**src/rtl/router_pkg.sv**
```systemverilog
// Shared router widths, receiver FSM states and header field helpers.
// Header byte layout is {len[5:0], addr[1:0]}.
package router_pkg;

    localparam int ROUTER_DATA_W = 8;
    localparam int ROUTER_LEN_W  = 6;
    localparam int ROUTER_ADDR_W = 2;

    localparam int HDR_LEN_MSB  = 7;
    localparam int HDR_LEN_LSB  = 2;
    localparam int HDR_ADDR_MSB = 1;
    localparam int HDR_ADDR_LSB = 0;

    typedef enum logic [1:0] {
        IDLE     = 2'd0,
        HDR_REQ  = 2'd1,
        HDR_WAIT = 2'd2,
        BODY     = 2'd3
    } rx_state_t;

    function automatic logic [ROUTER_LEN_W-1:0] hdr_len(input logic [ROUTER_DATA_W-1:0] b);
        return b[HDR_LEN_MSB:HDR_LEN_LSB];
    endfunction

    function automatic logic [ROUTER_ADDR_W-1:0] hdr_addr(input logic [ROUTER_DATA_W-1:0] b);
        return b[HDR_ADDR_MSB:HDR_ADDR_LSB];
    endfunction

endpackage

```
**src/rtl/router_rx_parity.sv**
```systemverilog
// Running XOR of header and payload; mismatch compares it against the incoming parity byte.
// Accumulator updates one cycle after load/update; mismatch is combinational, no backpressure.
module router_rx_parity
    import router_pkg::*;
(
    input  logic                     clock,
    input  logic                     resetn,
    input  logic                     clear,
    input  logic                     load,
    input  logic                     update,
    input  logic [ROUTER_DATA_W-1:0] din,
    output logic                     mismatch
);

    logic [ROUTER_DATA_W-1:0] acc;

    always_ff @(posedge clock or negedge resetn) begin
        if (!resetn) begin
            acc <= '0;
        end else if (clear) begin
            acc <= '0;
        end else if (load) begin
            acc <= din;
        end else if (update) begin
            acc <= acc ^ din;
        end
    end

    assign mismatch = (acc != din);

endmodule

```
**src/rtl/router_pkt_receiver.sv**
```systemverilog
// Router egress sink: drains one port FIFO at one byte/cycle, streams payload, checks parity.
// Stalls while vld_out is low; optional addr_err output under ROUTER_RX_ADDR_CHECK_EN.
module router_pkt_receiver
    import router_pkg::*;
#(
    parameter int START_DELAY = 0,
    parameter int PORT_ID     = 0
) (
    input  logic                     clock,
    input  logic                     resetn,
    input  logic                     vld_out,
    input  logic [ROUTER_DATA_W-1:0] data_out,
    input  logic                     sft_rst,
    output logic                     read_enb,
    output logic [ROUTER_DATA_W-1:0] byte_out,
    output logic                     byte_valid,
    output logic                     pkt_done,
    output logic [ROUTER_LEN_W-1:0]  pkt_len,
    output logic [ROUTER_ADDR_W-1:0] pkt_addr,
    output logic                     parity_err,
    output logic                     pkt_abort,
    output logic [15:0]              pkt_cnt
`ifdef ROUTER_RX_ADDR_CHECK_EN
    ,
    output logic                     addr_err
`endif
);

    if (START_DELAY < 0 || START_DELAY > 15 || PORT_ID < 0 || PORT_ID > 3) begin : g_bad_param
        $error("router_pkt_receiver: START_DELAY must be 0..15 and PORT_ID 0..3");
    end

    localparam logic [3:0] DLY = 4'(START_DELAY);

    rx_state_t               state, state_nxt;
    logic [3:0]              dly_cnt;
    logic                    rd_pend;
    logic [ROUTER_LEN_W:0]   req_rem, rcv_rem;
    logic                    abort;
    logic                    body_byte;
    logic                    last_byte;
    logic                    par_mismatch;

    assign abort     = sft_rst && (state != IDLE);
    assign body_byte = (state == BODY) && rd_pend;
    assign last_byte = body_byte && (rcv_rem == 7'd1);

    always_ff @(posedge clock or negedge resetn) begin
        if (!resetn) begin
            state <= IDLE;
        end else begin
            state <= state_nxt;
        end
    end

    always_comb begin
        state_nxt = state;
        read_enb  = 1'b0;
        case (state)
            IDLE: begin
                if (vld_out && !sft_rst && dly_cnt == DLY) state_nxt = HDR_REQ;
            end
            HDR_REQ: begin
                read_enb = vld_out;
                if (vld_out) state_nxt = HDR_WAIT;
            end
            HDR_WAIT: begin
                state_nxt = BODY;
            end
            BODY: begin
                read_enb = vld_out && (req_rem != '0);
                if (last_byte) state_nxt = IDLE;
            end
            default: state_nxt = IDLE;
        endcase
        if (abort) state_nxt = IDLE;
    end

    // Start delay only accumulates over an unbroken run of vld_out in IDLE.
    always_ff @(posedge clock or negedge resetn) begin
        if (!resetn) begin
            dly_cnt <= '0;
        end else if (state != IDLE || !vld_out || sft_rst) begin
            dly_cnt <= '0;
        end else if (dly_cnt != DLY) begin
            dly_cnt <= dly_cnt + 4'd1;
        end
    end

    always_ff @(posedge clock or negedge resetn) begin
        if (!resetn) begin
            rd_pend    <= 1'b0;
            req_rem    <= '0;
            rcv_rem    <= '0;
            byte_out   <= '0;
            byte_valid <= 1'b0;
            pkt_done   <= 1'b0;
            pkt_len    <= '0;
            pkt_addr   <= '0;
            parity_err <= 1'b0;
            pkt_abort  <= 1'b0;
            pkt_cnt    <= '0;
        end else begin
            byte_valid <= 1'b0;
            pkt_done   <= 1'b0;
            pkt_abort  <= 1'b0;
            if (abort) begin
                rd_pend   <= 1'b0;
                req_rem   <= '0;
                rcv_rem   <= '0;
                pkt_abort <= 1'b1;
            end else begin
                rd_pend <= read_enb;
                if (state == HDR_WAIT) begin
                    pkt_len  <= hdr_len(data_out);
                    pkt_addr <= hdr_addr(data_out);
                    req_rem  <= {1'b0, hdr_len(data_out)} + 7'd1;
                    rcv_rem  <= {1'b0, hdr_len(data_out)} + 7'd1;
                end
                if (state == BODY) begin
                    // A fired read and a consume in the same cycle both apply.
                    if (read_enb) req_rem <= req_rem - 7'd1;
                    if (rd_pend) rcv_rem <= rcv_rem - 7'd1;
                    if (last_byte) begin
                        parity_err <= par_mismatch;
                        pkt_done   <= 1'b1;
                        pkt_cnt    <= pkt_cnt + 16'd1;
                    end else if (body_byte) begin
                        byte_out   <= data_out;
                        byte_valid <= 1'b1;
                    end
                end
            end
        end
    end

`ifdef ROUTER_RX_ADDR_CHECK_EN
    localparam logic [ROUTER_ADDR_W-1:0] PORT = 2'(PORT_ID);

    always_ff @(posedge clock or negedge resetn) begin
        if (!resetn) begin
            addr_err <= 1'b0;
        end else if (last_byte && !abort) begin
            addr_err <= (pkt_addr != PORT) || (pkt_addr == 2'b11);
        end
    end
`endif

    router_rx_parity u_parity (
        .clock    (clock),
        .resetn   (resetn),
        .clear    (abort),
        .load     ((state == HDR_WAIT) && !abort),
        .update   (body_byte && !last_byte && !abort),
        .din      (data_out),
        .mismatch (par_mismatch)
    );

endmodule

```
**config.mk**
```make
export PLATFORM = sky130hd
export DESIGN_NAME = router_pkt_receiver
export DESIGN_NICKNAME = d
export VERILOG_FILES = /design/src/rtl/router_pkg.sv /design/src/rtl/router_rx_parity.sv /design/src/rtl/router_pkt_receiver.sv
export SDC_FILE = /design/constraint.sdc
export NUM_CORES = 1
export LEC_CHECK = 0
export BUFFER_PORTS_ARGS = -buffer_cell sky130_fd_sc_hd__buf_4
export CORE_MARGIN = 2
export CORE_UTILIZATION = 58
export CTS_CLUSTER_DIAMETER = 60
export DETAILED_ROUTE_END_ITERATION = 8
export PLACE_DENSITY = 0.83
export SYNTH_ARGS = -nofsm -noshare
export SYNTH_HDL_FRONTEND = slang
export SYNTH_SLANG_ARGS = --single-unit
```
**constraint.sdc**
```tcl
create_clock -name clock -period 2.3 [get_ports clock]
set_input_delay 0.115 -clock clock [delete_from_list [all_inputs] [get_ports clock]]
set_output_delay 0.115 -clock clock [all_outputs]
set_load 0.02 [all_outputs]
```
==> flow_metrics.tcl, run 1 <==
set metrics [dict create \
    outcome "complete, no violations" \
    setup_slack_ps 158 \
    crit_type "register to register" \
    finClkSkew_ps 9.90 \
    fin_crit_sh 0.931 \
    drt_iter0_markers 195 \
    drc 0 \
    synthesis.nets 376 \
    worstHoldStart "data_out[1]" \
    vias_per_cell 5.97 \
    arrival_ps 2370 \
    cp_num_buf_inv 2 \
    cts_buffers 9 \
    peakVddDrop_mv 0.759 \
    worstPathCellList "inv_1, ha_1, nand2b_1, clkinv_1, nor3_4, mux2_2" \
    grt_overflow 0 \
    cts_resized 0 \
    final_common_cell "dfrtp_1" \
    finalHoldViolCount 0 \
    critPathMaxStageDelay_ps 510 \
    cts_buffer_depth 2 \
    grt_max_degree 66 \
    start_kind "register" \
    cts_tree "yes" \
    final.setup.tns_ps 0 \
    ctsHtreeMaxLevel 3 \
    finalMaxSlewViolations 0 \
    first_global_vias 2738 \
    post_cts_buffers 0 \
    synth.distinct_cells 58 \
    fmax_mhz 467 \
    setup_violations 0 \
    diodes 0 \
    avgSynthCellArea_um2 10.2 \
    yosysSeqAreaShare 0.456 \
    root_buffer "clkbuf_8" \
    port_buffers 48 \
    synth-edff-count 0 \
    end_kind "register" \
    die_h_um 82.4 \
    syn_inst 351 \
    synthesis.area_um2 3570 \
    rsz0062_at_grt "false" \
    io_pins 49 \
    cp_top_family "simple AND/OR/NAND/NOR gates" \
    holdCritPathClass "input port to register" \
    first_pass_iters 7 \
    core_region_area_um2 5920 \
    vias 2861 \
    grt_pass1_wl_um 12700 \
    crit_fanout 9 \
    pre_cts_slack_ps 168 \
    clk_pin_slew_ps 70 \
    cts-hold-fix-buffers 1 \
    wl_um 7910 \
    grt_usage 0.249 \
    maxSlewHeadroom 0.457 \
    rows 28 \
    clock_latency_ps 340 \
    layout_min_cycle_time_ps 2140 \
    drtAntennaViolNets 0 \
    area_delta_synth_final_pct 16.8 \
    cap_violations 0 \
    critPathLaunch "state[0]" \
    yosysWarnings 0 \
    worst_pin_slew_ps 815 \
    drive_gt1_frac 0.235 \
    wl_per_cell_um 16.5 \
    antenna_found_initial 0 \
    synth_flop_cell "dfrtp_1" \
    num-nets-final 425 \
    cts_sinks 65 \
    async_reset_ff_frac 1.00 \
    dp_hpwl_um 5470 \
    routabilityCongestion 0.841 \
    required_ps 2520 \
    worstReg2RegStart "state[0]" \
    start_util 0.602 \
    power_leakage_nw 1.88 \
    crit_slowest_cell "nor3_4" \
    most-common-layout-cells "65 x dfrtp_1, 55 x buf_4, 24 x inv_1" \
    power_density_nw_per_um2 1080 \
    die_x_um 82.4 \
    ys_seq_elements 65 \
    die-area_um2 6790 \
]
-- cells in the mapped netlist (2+ instances only) --
| master | number | area share |
|---|---|---|
| and3_1 | 2 | 0.0035 |
| o311ai_0 | 3 | 0.0074 |
| a31oi_1 | 7 | 0.012 |
| a41o_1 | 2 | 0.0056 |
| ha_1 | 13 | 0.046 |
| buf_2 | 3 | 0.0042 |
| o21a_1 | 4 | 0.0084 |
| a21oi_1 | 17 | 0.024 |
| nor4_1 | 2 | 0.0035 |
| a2111oi_0 | 7 | 0.017 |
| nor3_1 | 9 | 0.013 |
| mux2_2 | 18 | 0.057 |
| o21ai_0 | 8 | 0.011 |
| inv_1 | 24 | 0.025 |
| nand3_1 | 15 | 0.021 |
| or3_1 | 3 | 0.0053 |
| o211a_1 | 2 | 0.0056 |
| xor2_1 | 8 | 0.020 |
| xnor2_1 | 21 | 0.052 |
| nor4_4 | 2 | 0.012 |
| a211oi_1 | 4 | 0.0084 |
| o31ai_1 | 2 | 0.0042 |
| nor2_1 | 19 | 0.020 |
| nor2b_1 | 2 | 0.0035 |
| or4_1 | 2 | 0.0042 |
| mux2i_1 | 3 | 0.0084 |
| dfrtp_1 | 65 | 0.46 |
| o21bai_1 | 7 | 0.015 |
| and2_1 | 3 | 0.0053 |
| nor3b_1 | 3 | 0.0063 |
| nand2b_1 | 4 | 0.0070 |
| nand4_1 | 8 | 0.014 |
| clkbuf_1 | 13 | 0.014 |
| nand2_1 | 22 | 0.023 |
-- metrics by stage --
step | area [um2] | util | hold WS (ps) | power (mW) | cells
floorplan | 3570 | - | -181 | 3.06 | 351
global placement | 3990 | 0.675 | 254 | 3.60 | 463
detailed placement | 3990 | 0.675 | 256 | 3.68 | 463
CTS | 4170 | 0.704 | 48.0 | 4.52 | 479
global route | 4170 | 0.704 | 55.1 | 4.81 | 479
finish | 4170 | 0.704 | 59.5 | 4.51 | 479
-- power by group --
part	switching, mW	internal, mW
clock network	0.418	0.411
logic	1.09	0.863
registers	0.265	1.47
-- cell type report --
class                   instances  area, um2
flip-flops and latches         65       1630
inverters                      25       93.8
multi-input cells             243       1770
well taps                      75       93.8
clock inverters                 3       17.5
repair buffers                 56        423
fillers                       438       1750
clock buffers                  12        145
-- state kept, by name, indices dropped and copies added (netlist names) --
signal,flops
u_parity.acc,8
pkt_abort,1
rcv_rem,7
rd_pend,1
dly_cnt,4
byte_out,8
pkt_addr,2
pkt_len,6
pkt_cnt,16
byte_valid,1
parity_err,1
pkt_done,1
req_rem,7
state,2
-- cell families (layout without fill, tap and decap cells) --
| kind of cell | Yosys count | count (layout) | share of synthesized area |
|---|---|---|---|
| AO/OA/AOI/OAI | 74 | 74 | 0.145 |
| flip-flops | 65 | 65 | 0.456 |
| adder cells (fa/ha/maj) | 13 | 13 | 0.0456 |
| multiplexers | 21 | 21 | 0.0653 |
| buffers and inverters | 43 | 96 | 0.0484 |
| XOR/XNOR | 29 | 29 | 0.0712 |
| AND/OR/NAND/NOR | 106 | 106 | 0.169 |
-- path summary, 6_finish.rpt --
path / to / slack [ps] / cells past startpoint
max: byte_out[7] / 160 / 6
min: byte_out[1] / 60 / 2
max reg2reg: byte_out[7] / 160 / 6
min reg2reg: req_rem[0] / 480 / 1
max in group asynchronous: rd_pend / 1340 / 2
min in group asynchronous: pkt_addr[1] / 410 / 2
-- worst reg2reg max path, delay by kind of cell (launching register included) --
kind / cells / cell delay (ps)
DFF: 1 / 420
adders and majority gates: 1 / 220
buffers and inverters: 2 / 350
muxes: 1 / 390
and+or+nand+nor: 2 / 650
-- metal layers --
metal / global-route usage / routed length (um) / share of wire / vias to the layer above
met5: 0 / 0 / 0 / -
met2: 0.404 / 3860 / 0.49 / 83
met4: 0.0800 / 107 / 0.014 / 0
met3: 0.0533 / 455 / 0.057 / 12
met1: 0.332 / 3490 / 0.44 / 1421
li1: - / - / - / 1345
Power figures use the tool's default switching activity.
==> inputs of run 2 (changes only) <==
--- a/config.mk
+++ b/config.mk
@@ -10,7 +10,7 @@
 export CORE_UTILIZATION = 58
 export CTS_CLUSTER_DIAMETER = 60
 export DETAILED_ROUTE_END_ITERATION = 8
-export PLACE_DENSITY = 0.83
+export PLACE_DENSITY_LB_ADDON = 0.2
 export SYNTH_ARGS = -nofsm -noshare
 export SYNTH_HDL_FRONTEND = slang
 export SYNTH_SLANG_ARGS = --single-unit
==> flow_metrics.tcl, run 2 (synthesis gave the netlist of run 1 again) <==
set metrics [dict create \
    outcome "complete, no violations" \
    registers.top_by_ff_count "pkt_cnt" \
    grt_max_degree 66 \
    root_buffer "clkbuf_8" \
    arrival_ps 2310 \
    most-common-layout-cells "65 x dfrtp_1, 56 x buf_4, 24 x inv_1" \
    fmax_mhz 478 \
    cts_buffer_depth 2 \
    drc 0 \
    final.setup.tns_ps 0 \
    drt_iter0_markers 128 \
    ctsHtreeMaxLevel 3 \
    antenna_found_initial 0 \
    worstReg2RegStart "rcv_rem[0]" \
    fin_crit_sh 0.910 \
    core_region_area_um2 5920 \
    hold_ws_ps 56.9 \
    final_area_um2 4240 \
    io_pins 49 \
    worstPathCellList "ha_1, nor2b_1, and2_1, nor3_4, mux2_2" \
    vias 2872 \
    peakVddDrop_mv 0.760 \
    required_ps 2520 \
    setup_violations 0 \
    die_x_um 82.4 \
    crit_fanout 9 \
    maxSlewHeadroom 0.460 \
    fin_cells 480 \
    placed_cells 464 \
    first_pass_iters 5 \
    clock_latency_ps 330 \
    cts_tree "yes" \
    rr_endpoint "byte_out[2]" \
    first_global_vias 2723 \
    clk_pin_slew_ps 70 \
    hold_depth 2 \
    crit_slowest_cell "nor3_4" \
    grt_overflow 0 \
    finClkSkew_ps 6.98 \
    power_density_nw_per_um2 1130 \
    drtAntennaViolNets 0 \
    cts_resized 0 \
    grt_usage 0.251 \
    multi_input_area_um2 1770 \
    place_area_um2 4000 \
    area_delta_synth_final_pct 18.9 \
    rows 28 \
    diodes 0 \
    die_h_um 82.4 \
    crit_type "register to register" \
    cts_sinks 65 \
    worstHoldStart "data_out[0]" \
    seq_area_um2 1630 \
    cts_buffers 9 \
    finalMaxSlewViolations 0 \
    cap_violations 0 \
    reg2reg_depth 5 \
    start_util 0.602 \
    vias_per_cell 5.98 \
    dp_hpwl_um 5420 \
    port_buffers 48 \
    drive_gt1_frac 0.240 \
    rrSetupSlack_ps 210 \
    layout_min_cycle_time_ps 2090 \
    wl_per_cell_um 15.9 \
    fillers 462 \
    start_kind "register" \
    worst_pin_slew_ps 809 \
    die-area_um2 6790 \
    setup_slack_ps 207 \
    post_cts_buffers 0 \
    holdCritPathClass "input port to register" \
    rsz0062_at_grt "false" \
    whs_endpoint "byte_out[0]" \
    grt_pass1_wl_um 13000 \
    finalHoldViolCount 0 \
    wl_um 7620 \
    end_kind "register" \
    num-nets-final 426 \
    reg_top3 "pkt_cnt (16), byte_out (8), u_parity.acc (8)" \
    critPathMaxStageDelay_ps 510 \
    final_common_cell "dfrtp_1" \
    routabilityCongestion 0.836 \
    power_leakage_nw 1.91 \
    largest_reg_flops 16 \
    pre_cts_slack_ps 136 \
]
-- run 2: changes by cell type in the layout (fill, tap and decap cells not counted), sizes merged --
cell and delta:
bufinv +2, clkinv -2, buf +1, clkbuf +1, clkinvlp -1
-- run 2: cell type report --
class                      instances  share of cell area
multi-input combinational        243               0.417
sequential                        65               0.384
timing repair buffer              57               0.102
clock buffer                      13              0.0398
inverter                          25              0.0221
tap                               75              0.0221
clock inverter                     2              0.0142
-- run 2: worst max-delay path: cells and delay by family (launching register included) --
kind                     cells  cell delay, ps
multiplexers                 1             400
AND/OR/NAND/NOR              3             950
flip-flops                   1             420
adder cells (fa/ha/maj)      1             200
-- run 2: how the worst max path moves through the flow --
stage	startpoint	end	slack, ps	depth (start not counted)
finish	rcv_rem[0]	byte_out[2]	210	5
global route	state[0]	byte_out[2]	50	6
CTS	state[1]	byte_out[2]	130	6
detailed placement	state[0]	byte_out[2]	140	6
global placement	state[0]	byte_out[5]	300	6
floorplan	state[0]	pkt_cnt[8]	400	7
-- run 2: metal layers --
| metal | GRT usage | wire, um | up-vias |
|---|---|---|---|
| met5 | 0 | 0 | - |
| met3 | 0.0359 | 355 | 21 |
| met2 | 0.414 | 3650 | 99 |
| li1 | - | - | 1360 |
| met4 | 0.107 | 204 | 0 |
| met1 | 0.332 | 3410 | 1392 |
-- run 2: report_power, final --
part	total, mW	internal, mW	switching [mW]	leakage, nW
sequential	1.73	1.47	0.260	0.857
clock	1.11	0.694	0.414	0.116
combinational	1.95	0.878	1.07	0.940
total	4.79	3.04	1.75	1.91
-- run 2: stage by stage --
stage	power [mW]	utilization
finish	4.79	0.716
global route	5.10	0.716
detailed placement	3.68	0.676
floorplan	3.06	-
CTS	4.81	0.716
global placement	3.61	0.676
-- run 2: timing repair --
action / 4_1_cts / 5_1_grt
endpoints found under the hold margin: 65 / 0
hold buffers: 1 / 0
endpoints found under the setup margin: 0 / 8
==> inputs of run 3 (changes only) <==
--- a/config.mk
+++ b/config.mk
@@ -11,6 +11,7 @@
 export CTS_CLUSTER_DIAMETER = 60
 export DETAILED_ROUTE_END_ITERATION = 8
 export PLACE_DENSITY_LB_ADDON = 0.2
+export RECOVER_POWER = 100
 export SYNTH_ARGS = -nofsm -noshare
 export SYNTH_HDL_FRONTEND = slang
 export SYNTH_SLANG_ARGS = --single-unit
==> flow_metrics.tcl, run 3 (synthesis gave the netlist of run 1 again) <==
set metrics [dict create \
    outcome "finished, violations left" \
    violations "capacitance limit, slew limit" \
    worst_pin_slew_ps 1580 \
    final_common_cell "dfrtp_1" \
    vias_per_cell 5.94 \
    final.setup.tns_ps 0 \
    wl_um 7690 \
    cts_tree "yes" \
    port_buffers 48 \
    drc 0 \
    reg_top3 "pkt_cnt (16), byte_out (8), u_parity.acc (8)" \
    rows 28 \
    die-area_um2 6790 \
    pre_cts_slack_ps 136 \
    first_pass_iters 4 \
    reg2reg_depth 5 \
    first_global_vias 2723 \
    end_kind "register" \
    crit_type "register to register" \
    fmax_mhz 477 \
    cts_buffer_depth 2 \
    rrSetupSlack_ps 200 \
    die_h_um 82.4 \
    place_area_um2 4000 \
    area_delta_synth_final_pct 14.5 \
    power_leakage_nw 1.76 \
    cts_buffers 9 \
    p_switching_mw 1.75 \
    seq_area_um2 1630 \
    worstPathCellList "ha_1, nor2b_1, and2_1, nor3_4, mux2_2" \
    required_ps 2520 \
    routabilityCongestion 0.836 \
    cts_sinks 65 \
    dp_hpwl_um 5420 \
    internal-power_mw 2.90 \
    clk_pin_slew_ps 70 \
    core_region_area_um2 5920 \
    power_density_nw_per_um2 1140 \
    io_pins 49 \
    peakVddDrop_mv 0.704 \
    post_cts_buffers 0 \
    root_buffer "clkbuf_8" \
    cp_num_buf_inv 0 \
    switching_share 0.376 \
    holdCritPathClass "input port to register" \
    wl_per_cell_um 16.0 \
    maxSlewHeadroom -0.0546 \
    registers.top_by_ff_count "pkt_cnt" \
    drtAntennaViolNets 0 \
    total_power_mw 4.65 \
    layout_min_cycle_time_ps 2100 \
    arrival_ps 2310 \
    diodes 0 \
    ctsHtreeMaxLevel 3 \
    finalHoldViolCount 0 \
    whs_endpoint "byte_out[0]" \
    power_frac_comb 0.390 \
    clock_latency_ps 330 \
    setup_violations 0 \
    finClkSkew_ps 6.95 \
    largest_reg_flops 16 \
    grt_pass1_wl_um 13000 \
    drt_iter0_markers 231 \
    hold_depth 2 \
    final_area_um2 4080 \
    clkPwrFrac 0.239 \
    start_kind "register" \
    grt_usage 0.251 \
    num-nets-final 426 \
    worstReg2RegStart "rcv_rem[0]" \
    start_util 0.602 \
    postLayoutCoreUtil 0.690 \
    grt_max_degree 66 \
    antenna_found_initial 0 \
    fillers 480 \
    multi_input_area_um2 1760 \
    cap_violations 1 \
    cp_top_family "simple AND/OR/NAND/NOR gates" \
    setup_slack_ps 204 \
    rsz0062_at_grt "false" \
    p_seq_frac 0.371 \
    most-common-layout-cells "65 x dfrtp_1, 39 x clkbuf_1, 24 x inv_1" \
    vias 2852 \
    worstHoldStart "data_out[0]" \
    finalMaxSlewViolations 66 \
    rr_endpoint "byte_out[2]" \
    critPathMaxStageDelay_ps 510 \
    die_x_um 82.4 \
    crit_fanout 9 \
    drive_gt1_frac 0.143 \
    crit_slowest_cell "nor3_4" \
    fin_crit_sh 0.911 \
    grt_overflow 0 \
]
run 3: cell types whose count changed in the layout (fill, tap and decap cells not counted), sizes merged:
cell	delta
clkbuf	+41
buf	-41
run 3: worst max-delay path by stage:
| stage | start | end | slack [ps] | cells past startpoint |
|---|---|---|---|---|
| 5_1_grt | state[0] | byte_out[2] | 50 | 6 |
| 6_report | rcv_rem[0] | byte_out[2] | 200 | 5 |
| 2_1_floorplan | state[0] | pkt_cnt[8] | 400 | 7 |
| 4_1_cts | state[1] | byte_out[2] | 130 | 6 |
| 3_3_place_gp | state[0] | byte_out[5] | 300 | 6 |
| 3_5_place_dp | state[0] | byte_out[2] | 140 | 6 |
run 3: power by group through the flow:
stage	Sequential [mW]	Clock [mW]	Combinational [mW]
2_1_floorplan	1.89	0	1.17
3_3_place_gp	1.73	0	1.88
3_5_place_dp	1.75	0	1.94
4_1_cts	1.73	1.12	1.96
5_1_grt	1.77	1.17	2.01
6_report	1.73	1.11	1.81
run 3: through the flow:
| step | hold WS [ps] | instances |
|---|---|---|
| floorplan | -181 | 351 |
| global route | 60.9 | 480 |
| detailed placement | 259 | 464 |
| CTS | 47.4 | 480 |
| finish | 56.5 | 480 |
| global placement | 261 | 464 |
run 3: final cells by class:
cell class | instances | share of cell area
multi-input cells | 243 | 0.431
well taps | 75 | 0.0230
inverters | 25 | 0.0230
repair buffers | 57 | 0.0686
clock inverters | 2 | 0.0147
clock buffers | 13 | 0.0414
flip-flops and latches | 65 | 0.398
run 3: layer usage:
metal / global-route usage / wire length (um) / up-vias
met5: 0 / 0 / -
met2: 0.414 / 3660 / 70
met4: 0.107 / 179 / 0
met1: 0.332 / 3520 / 1408
met3: 0.0359 / 327 / 15
li1: - / - / 1359
run 3: repair_timing:
action,4_1_cts,5_1_grt
gates resized for setup,0,0
endpoints found under the hold margin,65,0
hold buffers,1,0
endpoints found under the setup margin,0,8
